<file path="config.mk">
export PLATFORM = sky130hd
export DESIGN_NAME = output_ctrl_flat
export DESIGN_NICKNAME = d
export VERILOG_FILES = /design/src/rtl/output_ctrl_if.sv /design/src/rtl/output_ctrl.sv /design/src/flat_wrapper.sv
export SDC_FILE = /design/constraint.sdc
export NUM_CORES = 1
export LEC_CHECK = 0
export ABC_AREA = 0
export CORE_MARGIN = 2
export CORE_UTILIZATION = 47
export CTS_CLUSTER_DIAMETER = 40
export DETAILED_ROUTE_END_ITERATION = 10
export PLACE_DENSITY_LB_ADDON = 0.25
export SLEW_MARGIN = 20
export SYNTH_ARGS = -nofsm -noshare
export SYNTH_HDL_FRONTEND = slang
export SYNTH_SLANG_ARGS = --single-unit
</file>
<file path="constraint.sdc">
create_clock -name clk -period 10.61 [get_ports clk]
set_input_delay 1.061 -clock clk [delete_from_list [all_inputs] [get_ports clk]]
set_output_delay 1.061 -clock clk [all_outputs]
set_load 0.03 [all_outputs]
</file>
<file path="src/rtl/output_ctrl_if.sv">
// Router output-port bundle: internal request/grant side plus outbound link.
// The slave modport is the output controller; the master modport drives it.
interface output_ctrl_if #(
  parameter int DATA_WIDTH = 64,
  parameter int NUM_IN     = 4
);
  logic [NUM_IN-1:0]            sig_req_channel;
  logic [NUM_IN*DATA_WIDTH-1:0] inner_dataI;
  logic [NUM_IN-1:0]            sig_channel_clean;
  logic                         receiveO;
  logic                         sendO;
  logic [DATA_WIDTH-1:0]        dataO;

  modport master (
    output sig_req_channel,
    output inner_dataI,
    output receiveO,
    input  sig_channel_clean,
    input  sendO,
    input  dataO
  );

  modport slave (
    input  sig_req_channel,
    input  inner_dataI,
    input  receiveO,
    output sig_channel_clean,
    output sendO,
    output dataO
  );
endinterface

</file>
<file path="src/rtl/output_ctrl.sv">
// Even/odd VC output controller: round-robin grant into the phase's VC FIFO, drain the other.
// Define OUTPUT_CTRL_STATS_EN to add the 16-bit flit_cnt send counter port.
module output_ctrl #(
  parameter int DATA_WIDTH   = 64,
  parameter int BUFFER_DEPTH = 1,
  parameter int NUM_IN       = 4
) (
  input  logic           clk,
  input  logic           rst,
  output_ctrl_if.slave   bus
`ifdef OUTPUT_CTRL_STATS_EN
  ,
  output logic [15:0]    flit_cnt
`endif
);

  localparam int PTRW  = $clog2(NUM_IN);
  localparam int PW    = (BUFFER_DEPTH > 1) ? $clog2(BUFFER_DEPTH) : 1;
  localparam int CW    = $clog2(BUFFER_DEPTH + 1);
  localparam int MEM_D = 2 ** PW;

  typedef enum logic [2:0] {
    IDLE = 3'b001,
    ODD  = 3'b010,
    EVEN = 3'b100
  } phase_e;

  phase_e phase_q, phase_d;

  always_ff @(posedge clk) begin
    if (rst) phase_q <= IDLE;
    else     phase_q <= phase_d;
  end

  always_comb begin
    phase_d = IDLE;
    case (phase_q)
      IDLE:    phase_d = ODD;
      ODD:     phase_d = EVEN;
      EVEN:    phase_d = ODD;
      default: phase_d = IDLE;
    endcase
  end

  logic active;
  logic wsel;
  logic rsel;

  // VC index 0 = even FIFO, 1 = odd FIFO
  assign active = !rst && (phase_q == ODD || phase_q == EVEN);
  assign wsel   = (phase_q == EVEN) ? 1'b0 : 1'b1;
  assign rsel   = ~wsel;

  logic [DATA_WIDTH-1:0] mem [2][MEM_D];
  logic [PW-1:0]         wp  [2];
  logic [PW-1:0]         rp  [2];
  logic [CW-1:0]         cnt [2];
  logic [1:0]            full;
  logic [1:0]            empty;

  always_comb begin
    for (int v = 0; v < 2; v++) begin
      full[v]  = (cnt[v] == CW'(BUFFER_DEPTH));
      empty[v] = (cnt[v] == '0);
    end
  end

  logic [PTRW-1:0]   rr_ptr;
  logic [PTRW-1:0]   gnt_idx;
  logic [PTRW-1:0]   k;
  logic [NUM_IN-1:0] grant;
  logic              found;

  always_comb begin
    grant   = '0;
    gnt_idx = '0;
    found   = 1'b0;
    k       = rr_ptr;
    if (active && !full[wsel]) begin
      for (int i = 0; i < NUM_IN; i++) begin
        if (!found && bus.sig_req_channel[k]) begin
          found    = 1'b1;
          grant[k] = 1'b1;
          gnt_idx  = k;
        end
        k = (k == PTRW'(NUM_IN - 1)) ? '0 : k + 1'b1;
      end
    end
  end

  always_ff @(posedge clk) begin
    if (rst) begin
      rr_ptr <= '0;
    end else if (found) begin
      rr_ptr <= (gnt_idx == PTRW'(NUM_IN - 1)) ? '0 : gnt_idx + 1'b1;
    end
  end

  logic [DATA_WIDTH-1:0] wr_data;
  logic [1:0]            we;
  logic [1:0]            re;
  logic                  send;

  assign wr_data = bus.inner_dataI[gnt_idx*DATA_WIDTH +: DATA_WIDTH];
  assign send    = active && !empty[rsel] && bus.receiveO;

  always_comb begin
    we       = '0;
    re       = '0;
    we[wsel] = found;
    re[rsel] = send;
  end

  function automatic logic [PW-1:0] ptr_inc(input logic [PW-1:0] p);
    return (p == PW'(BUFFER_DEPTH - 1)) ? '0 : p + 1'b1;
  endfunction

  // Storage is rounded up to a power of two; pointers never reach the spare slots
  always_ff @(posedge clk) begin
    if (rst) begin
      for (int v = 0; v < 2; v++) begin
        wp[v]  <= '0;
        rp[v]  <= '0;
        cnt[v] <= '0;
      end
    end else begin
      for (int v = 0; v < 2; v++) begin
        if (we[v]) begin
          mem[v][wp[v]] <= wr_data;
          wp[v]         <= ptr_inc(wp[v]);
        end
        if (re[v]) rp[v] <= ptr_inc(rp[v]);
        cnt[v] <= cnt[v] + CW'(we[v]) - CW'(re[v]);
      end
    end
  end

  assign bus.sig_channel_clean = grant;
  assign bus.sendO             = send;
  assign bus.dataO             = send ? mem[rsel][rp[rsel]] : '0;

`ifdef OUTPUT_CTRL_STATS_EN
  always_ff @(posedge clk) begin
    if (rst)       flit_cnt <= '0;
    else if (send) flit_cnt <= flit_cnt + 16'd1;
  end
`endif

endmodule

</file>
<file path="src/flat_wrapper.sv">
// flat-port wrapper written by rule: the top's interface ports become plain ports
module output_ctrl_flat 
#(
  parameter int DATA_WIDTH   = 64,
  parameter int BUFFER_DEPTH = 1,
  parameter int NUM_IN       = 4
)
  (clk, rst, bus_sig_req_channel, bus_inner_dataI, bus_receiveO, bus_sig_channel_clean, bus_sendO, bus_dataO);
  output_ctrl_if #(.DATA_WIDTH(DATA_WIDTH), .NUM_IN(NUM_IN)) bus_i ();
  input  logic clk;
  input  logic rst;
  input wire logic [$bits(bus_i.sig_req_channel)-1:0] bus_sig_req_channel;
  input wire logic [$bits(bus_i.inner_dataI)-1:0] bus_inner_dataI;
  input wire logic [$bits(bus_i.receiveO)-1:0] bus_receiveO;
  output wire logic [$bits(bus_i.sig_channel_clean)-1:0] bus_sig_channel_clean;
  output wire logic [$bits(bus_i.sendO)-1:0] bus_sendO;
  output wire logic [$bits(bus_i.dataO)-1:0] bus_dataO;
  assign bus_i.sig_req_channel = bus_sig_req_channel;
  assign bus_i.inner_dataI = bus_inner_dataI;
  assign bus_i.receiveO = bus_receiveO;
  assign bus_sig_channel_clean = bus_i.sig_channel_clean;
  assign bus_sendO = bus_i.sendO;
  assign bus_dataO = bus_i.dataO;
  output_ctrl #(.DATA_WIDTH(DATA_WIDTH), .BUFFER_DEPTH(BUFFER_DEPTH), .NUM_IN(NUM_IN)) u_core (.clk(clk), .rst(rst), .bus(bus_i));
endmodule
</file>
; ---- Word-level counts from Yosys, hierarchy flattened
; Memory sizes are Yosys's and may differ from the RTL's.
; Index checks and enable logic that the tools add are counted.
[totals]
ramBits = 262
regBits = 5
n_memories = 4
inputBits = 263
elab_cells = 172
output_inout_bits = 69
[classes]
n_eq_ne = 7
order_cmp = 17
shifts = 1
n_bitwise = 16
reduce_logical = 24
muxes = 89
addsub = 12
[memory_table]
columns = memory, depth, width, rd, rd_ports_with_merged_regs, write_ports, line_no
row1 = u_core.mem, 2, 128, 1, 0, 1, output_ctrl.sv:54  ; logic [DATA_WIDTH-1:0] mem [2][MEM_D];
row2 = u_core.cnt, 2, 1, 2, 0, 2, output_ctrl.sv:57  ; logic [CW-1:0] cnt [2];
row3 = u_core.rp, 2, 1, 3, 0, 2, output_ctrl.sv:56  ; logic [PW-1:0] rp [2];
row4 = u_core.wp, 2, 1, 2, 0, 2, output_ctrl.sv:55  ; logic [PW-1:0] wp [2];
[op_table]
columns = operator, n
row1 = $mux W128, 4
row2 = $mux W64, 6
row3 = $shiftx A256 B9 Y64, 1
row4 = $demux W64 S1, 2
row5 = $reduce_or A128 Y1, 1
row6 = $mux W1, 49
row7 = $mux W4, 8
row8 = $mux W2, 9
row9 = $logic_and A1 B1 Y1, 15
row10 = $lt A2 B3 Y1 const B, 4
row11 = $or A4 B4 Y4, 3
row12 = $add A2 B1 Y2 const B, 4
row13 = $bmux W1 S2, 4
row14 = $demux W1 S2, 4
row15 = $eq A2 B2 Y1 const B, 4
row16 = $ge A2 B1 Y1 const B, 4
row17 = $ge A2 B2 Y1 const B, 3
row18 = $logic_not A1 Y1, 6
row19 = $not A1 Y2, 3
row20 = $or A1 B1 Y1, 6
row21 = $pmux W3 S2, 1
row22 = $add A1 B1 Y1 const B, 4
row23 = $and A2 B2 Y2, 2
row24 = $lt A1 B2 Y1 const B, 2
row25 = 11 further kinds, 17

; ---- Longest topological paths before layout
[depth]
depth_word = 25
depth_mapped = 15
ltp_nobuf = 9

; ---- Least setup slack after synthesis
; OpenSTA, ideal clock, no wires.
[synth_timing]
path_kind = reg2reg
from = register u_core.rr_ptr[1]
to = memory u_core.mem[0][100] (netlist bit) (enable)
required_ps = 10181
path_slack_ps = 6619
stages_incl_launch_ff = 12
setup_time_ps = 429
synth_period_minus_slack_ps = 3991
arrival_time_ps = 3561
cell_sequence = dfxtp_1 > clkbuf_1 > inv_1 > ha_1 > buf_2 > buf_2 > nor3b_1 > a32oi_1 > o211ai_1 > nand2_1 > o21a_1 > and2_1
[synth_via]
elab_chain_cells = 22
elab_cells_between_ends = 41
[synth_rtl]
columns = element, line_no
row1 = from (decl), output_ctrl.sv:68  ; logic [PTRW-1:0] rr_ptr;
row2 = from (signal assigned), output_ctrl.sv:95  ; rr_ptr <= (gnt_idx == PTRW'(NUM_IN - 1)) ? '0 : gnt_idx + 1'b1;
row3 = "parallel branches: the longest is 14 deep, another holds $add A2 B1 Y2", n/a
row4 = $mux W1 (*), output_ctrl.sv:81  ; if (!found && bus.sig_req_channel[k]) begin
row5 = $mux W1 (*), output_ctrl.sv:79  ; if (active && !full[wsel]) begin
row6 = $and A2 B2 Y2 (no line) (*), n/a
row7 = $mux W1, output_ctrl.sv:128  ; if (we[v]) begin
row8 = $mux W1, output_ctrl.sv:120  ; if (rst) begin
row9 = $mux W128 (implied by the code), output_ctrl.sv:129  ; mem[v][wp[v]] <= wr_data;
row10 = $reduce_or A128 Y1 (no line), n/a
row11 = $mux W1 (no line) / $mux W128 (equally long branches), n/a
row12 = to (decl), output_ctrl.sv:54
; Every way passes the cells marked *. The select of a mux whose other input is x is not followed.

; ---- Worst setup path in the final report
[layout_timing]
from = register u_core.rr_ptr[0]
to = memory u_core.mem[0][107] (netlist bit) (data pin)
[layout_via]
elab_chain_cells = 18
elab_cells_between_ends = 36
[layout_rtl]
columns = element, line_no
row1 = "parallel branches: the longest is 14 deep, another holds $add A2 B1 Y2", n/a
row2 = $mux W2 (*), output_ctrl.sv:81
row3 = $mux W2 (*), output_ctrl.sv:79
row4 = $shiftx A256 B9 Y64 (*), output_ctrl.sv:104  ; assign wr_data = bus.inner_dataI[gnt_idx*DATA_WIDTH +: DATA_WIDTH];
row5 = net u_core.wr_data[43], output_ctrl.sv:99  ; logic [DATA_WIDTH-1:0] wr_data;
row6 = $mux W128 (no line) (*), n/a
; Mark *: on every way through the listed nets, which the timed path passes. The select of a mux whose other input is x is not followed.

==> impl.org <==
** Die
- The initial utilization of the core area, before any placement, comes to between 40% and 50%.
- From left edge to right edge, the die measures approximately 130 um.
- Die Ht :: 134 um
- Top Ports :: ~330
- Core Region :: between 15000 and 20000 um2
- The die covers between 15000 and 20000 um2.
- The floorplan has 47 rows.

** Cells and area
- Antenna Cells :: 0
- Filler Cell Count :: ~1100
- The net count of the finished layout is 1188.
- In the final layout, the share of cells above drive strength 1 is a little under an eighth.
- Most frequent cells in the layout :: clkdlybuf4s50_1 (331), edfxtp_1 (128), mux2i_1 (74), nand2b_1 (65), a22o_1 (64)
- Syn-to-layout area delta :: 47.8%
- Most common library cell in the layout ignoring fill and taps :: clkdlybuf4s50_1

** Drt
- The first TritonRoute pass finished after 5 iterations.
- The detail route stage leaves a number of antenna-violating nets equal to 0.
- For this block, the via count after detailed routing is between 6000 and 7000.
- For this run, design rule violations remaining after detail routing come to 0.
- After detailed routing, the average wire length per cell comes to about 19 um.
- After the first detailed-routing iteration, the DRC count stood at between 300 and 400.
- Wires add up to 21900 um.
- Using the TritonRoute via totals, the vias-per-cell ratio works out to 5.59.

** Clock network
- For the worst-skew pair, the clock arrives at the later sink with an insertion delay of 0.42 ns.
- CTS resizes :: 0
- TritonCTS built the clock tree.
- Number of buffers added by the clock tree synthesis step :: 17
- Clock-pin slew on the worst setup and hold paths :: roughly 0.060 ns
- The clock tree synthesis step divided the H-tree into 4 levels.
- Bufs on Longest Clock Path :: 2
- Counting every sink on the clock net gives between 100 and 150.
- Number of hold buffers added after CTS :: 0
- CTS root buf :: clkbuf_16
- Buffers added to address setup during post-CTS repair amount to 0.

** Timing
- RSZ-0062 raised after global routing :: no
- Post-Route Hold Slack :: about 0.49 ns
- In the finished design, the share of the clock period the worst path needs comes to around half.
- Clock period minus final worst setup slack :: 5.44 ns
- Slew at the pin closest to its max-slew limit :: approximately 1.0 ns
- Headroom to the max-slew limit came out at around 30%.
- The number of pins with negative max-slew slack in the final report is 0.
- Timing-limited maximum frequency :: between 150 and 200 MHz
- Final setup viols :: 0
- Final hold violation count :: 0
- Worst clock skew on the final layout :: about 0.010 ns
- Sum of negative setup slack :: 0 ns

** Hold path
- Worst hold endpoint :: u_core.phase_q[1]$_SDFF_PP0_
- Hold wc startpoint :: u_core.phase_q[1]$_SDFF_PP0_
- Cell count of the worst hold path :: 1
- Worst Hold Class :: reg2reg

** Logic synthesis
- For this run, the register share of the synthesized area comes to between 50% and 60%.
- The top cell type by area accounts for 48.7% of the synthesized area.
- Top post-synthesis cells by area :: edfxtp_1 (49%), a22oi_2 (9.7%), mux2i_1 (9.4%)
- For this run, the number of Yosys warnings is 0.
- Cell count after synthesis :: around 620
- Summing every instance area after synthesis gives 7890 um2.
- Cell type with the largest total area after synthesis :: edfxtp_1
- After synthesis the netlist holds a flip-flop and latch count of 135.
- Counting distinct cell types in the post-synthesis netlist gives 47.
- Averaged over all synthesized cells, the footprint is 12.7 um2.
- Number of nets in the synthesized netlist :: between 800 and 900

** Setup path
- Counting cells, the worst reg-to-reg path comes to 10.
- Along the worst path, the maximum fanout reaches 65.
- Register-to-register setup slack :: 5.17 ns
- Worst R2R Start :: u_core.rr_ptr[0]$_SDFFE_PP0N_
- For the worst setup path, the data required time is between 10 and 15 ns.
- R2R Path End :: u_core.mem[0][107]$_DFFE_PP_
- The worst setup path is launched from a flop.
- STA classifies the critical path endpoint as a flop.
- Arrival time of the worst setup path :: between 5 and 6 ns
- The worst setup path is of the reg2reg kind.

** Global routing
- Maximum number of pins on one net before global-route repair :: 95
- Antenna violations before repair :: 0
- Via count of the first global-routing pass :: 6535
- For this run the aggregate overflow at the end of global routing stands at 0.
- The first global-routing pass estimated 33500 um of wire.
- Overall fraction of global-route tracks in use :: 24.3%

** Power
- The worst-case IR drop observed on VDD is 0.125 mV.
- Power density normalized to cell area :: about 120 nW/um2
- Total power of the final layout :: about 1.3 mW
- Static leakage power :: approximately 3.8 nW

** Placement
- Detailed placement ended at an HPWL of ~16000 um.
- Weighted congestion reported at the end of routability-driven placement :: roughly 0.86
- Input and output buffers added on the ports amount to between 300 and 400.

** Job
- Max_cap viols :: 0

** Run status
- The run finished with clean final reports.
through the flow:
stage | util (%) | instances | area, um2 | setup slack, ns
2_1_floorplan | - | 622 | 7890 | 6.62
3_3_place_gp | 67.6 | 1120 | 11100 | 5.43
3_5_place_dp | 67.6 | 1120 | 11100 | 5.29
4_1_cts | 70.8 | 1151 | 11700 | 5.30
5_1_grt | 70.8 | 1151 | 11700 | 4.80
6_report | 70.8 | 1151 | 11700 | 5.17
worst max path at each step:
stage | start | end | slack, ns | cells past startpoint
floorplan | u_core.rr_ptr[1]$_SDFFE_PP0N_ | u_core.mem[0][100]$_DFFE_PP_ | 6.62 | 11
global placement | rst | bus_dataO[34] | 5.43 | 8
detailed placement | u_core.rr_ptr[0]$_SDFFE_PP0N_ | u_core.mem[0][107]$_DFFE_PP_ | 5.29 | 10
CTS | u_core.rr_ptr[0]$_SDFFE_PP0N_ | u_core.mem[0][107]$_DFFE_PP_ | 5.30 | 10
global route | u_core.rr_ptr[0]$_SDFFE_PP0N_ | u_core.mem[0][107]$_DFFE_PP_ | 4.80 | 10
finish | u_core.rr_ptr[0]$_SDFFE_PP0N_ | u_core.mem[0][107]$_DFFE_PP_ | 5.17 | 10
flip-flops by register name (all words and copies together), names as in the netlist:
name	flops
u_core.mem	128
u_core.phase_q	3
u_core.cnt	2
u_core.rr_ptr	2
cell families after synthesis:
| family | share of synthesized area [%] |
|---|---|
| multiplexers | 10.1 |
| AO/OA/AOI/OAI | 24.3 |
| adder cells (fa/ha/maj) | 0.952 |
| XOR/XNOR | 0.444 |
| flip-flops | 50.5 |
| buffers and inverters | 5.33 |
| AND/OR/NAND/NOR | 8.42 |
synthesized netlist by cell type, drive strengths merged:
library cell	count
o31ai	2
mux2i	74
a32o	1
inv	5
a2bb2oi	1
o21a	2
nor3b	2
nor2	20
nor3	3
nor4bb	1
a211o	1
edfxtp	128
a211oi	4
dfxtp	7
o211ai	2
nor2b	2
a222oi	3
or3b	1
o22ai	2
buf	29
ha	6
nand2	12
a22oi	63
a21oi	65
a22o	64
xnor2	4
nand3b	1
mux4	2
nand3	2
a31oi	2
and2	5
clkbuf	29
o221a	1
a32oi	2
nand2b	65
nor4b	1
o21ai	5
or2	3
layout make-up:
type / count / area (um2) / share of cell area, %
Clock buffer: 19 / 433 / 3.71
Sequential cell: 135 / 3980 / 34.2
Timing Repair Buffer: 336 / 3350 / 28.7
Tap cell: 220 / 275 / 2.36
Inverter: 5 / 18.8 / 0.161
Clock inverter: 12 / 87.6 / 0.751
Multi-Input combinational cell: 424 / 3510 / 30.1
power breakdown:
part / total (mW) / switching, mW / internal [mW]
clock: 0.516 / 0.202 / 0.315
combinational: 0.221 / 0.0860 / 0.135
sequential: 0.610 / 0.00749 / 0.602
total: 1.35 / 0.295 / 1.05
critical path, cell delays in order, from the launching register on:
cell,delay (ns)
dfxtp_1,0.85
inv_1,0.30
ha_1,0.68
mux2i_1,0.38
mux2i_1,0.20
nor2b_1,0.20
and2_1,0.32
o221a_4,0.86
buf_4,0.80
mux2i_1,0.28
mux2i_1,0.11
routing by layer:
| layer | global-route usage [%] | vias up | wire (um) |
|---|---|---|---|
| met2 | 44.2 | 303 | 11500 |
| li1 | - | 3026 | - |
| met5 | 0 | - | 0 |
| met4 | 10.2 | 0 | 786 |
| met3 | 6.39 | 56 | 1490 |
| met1 | 26.8 | 3048 | 8170 |
Note: power is estimated with default switching activity, not from simulation.
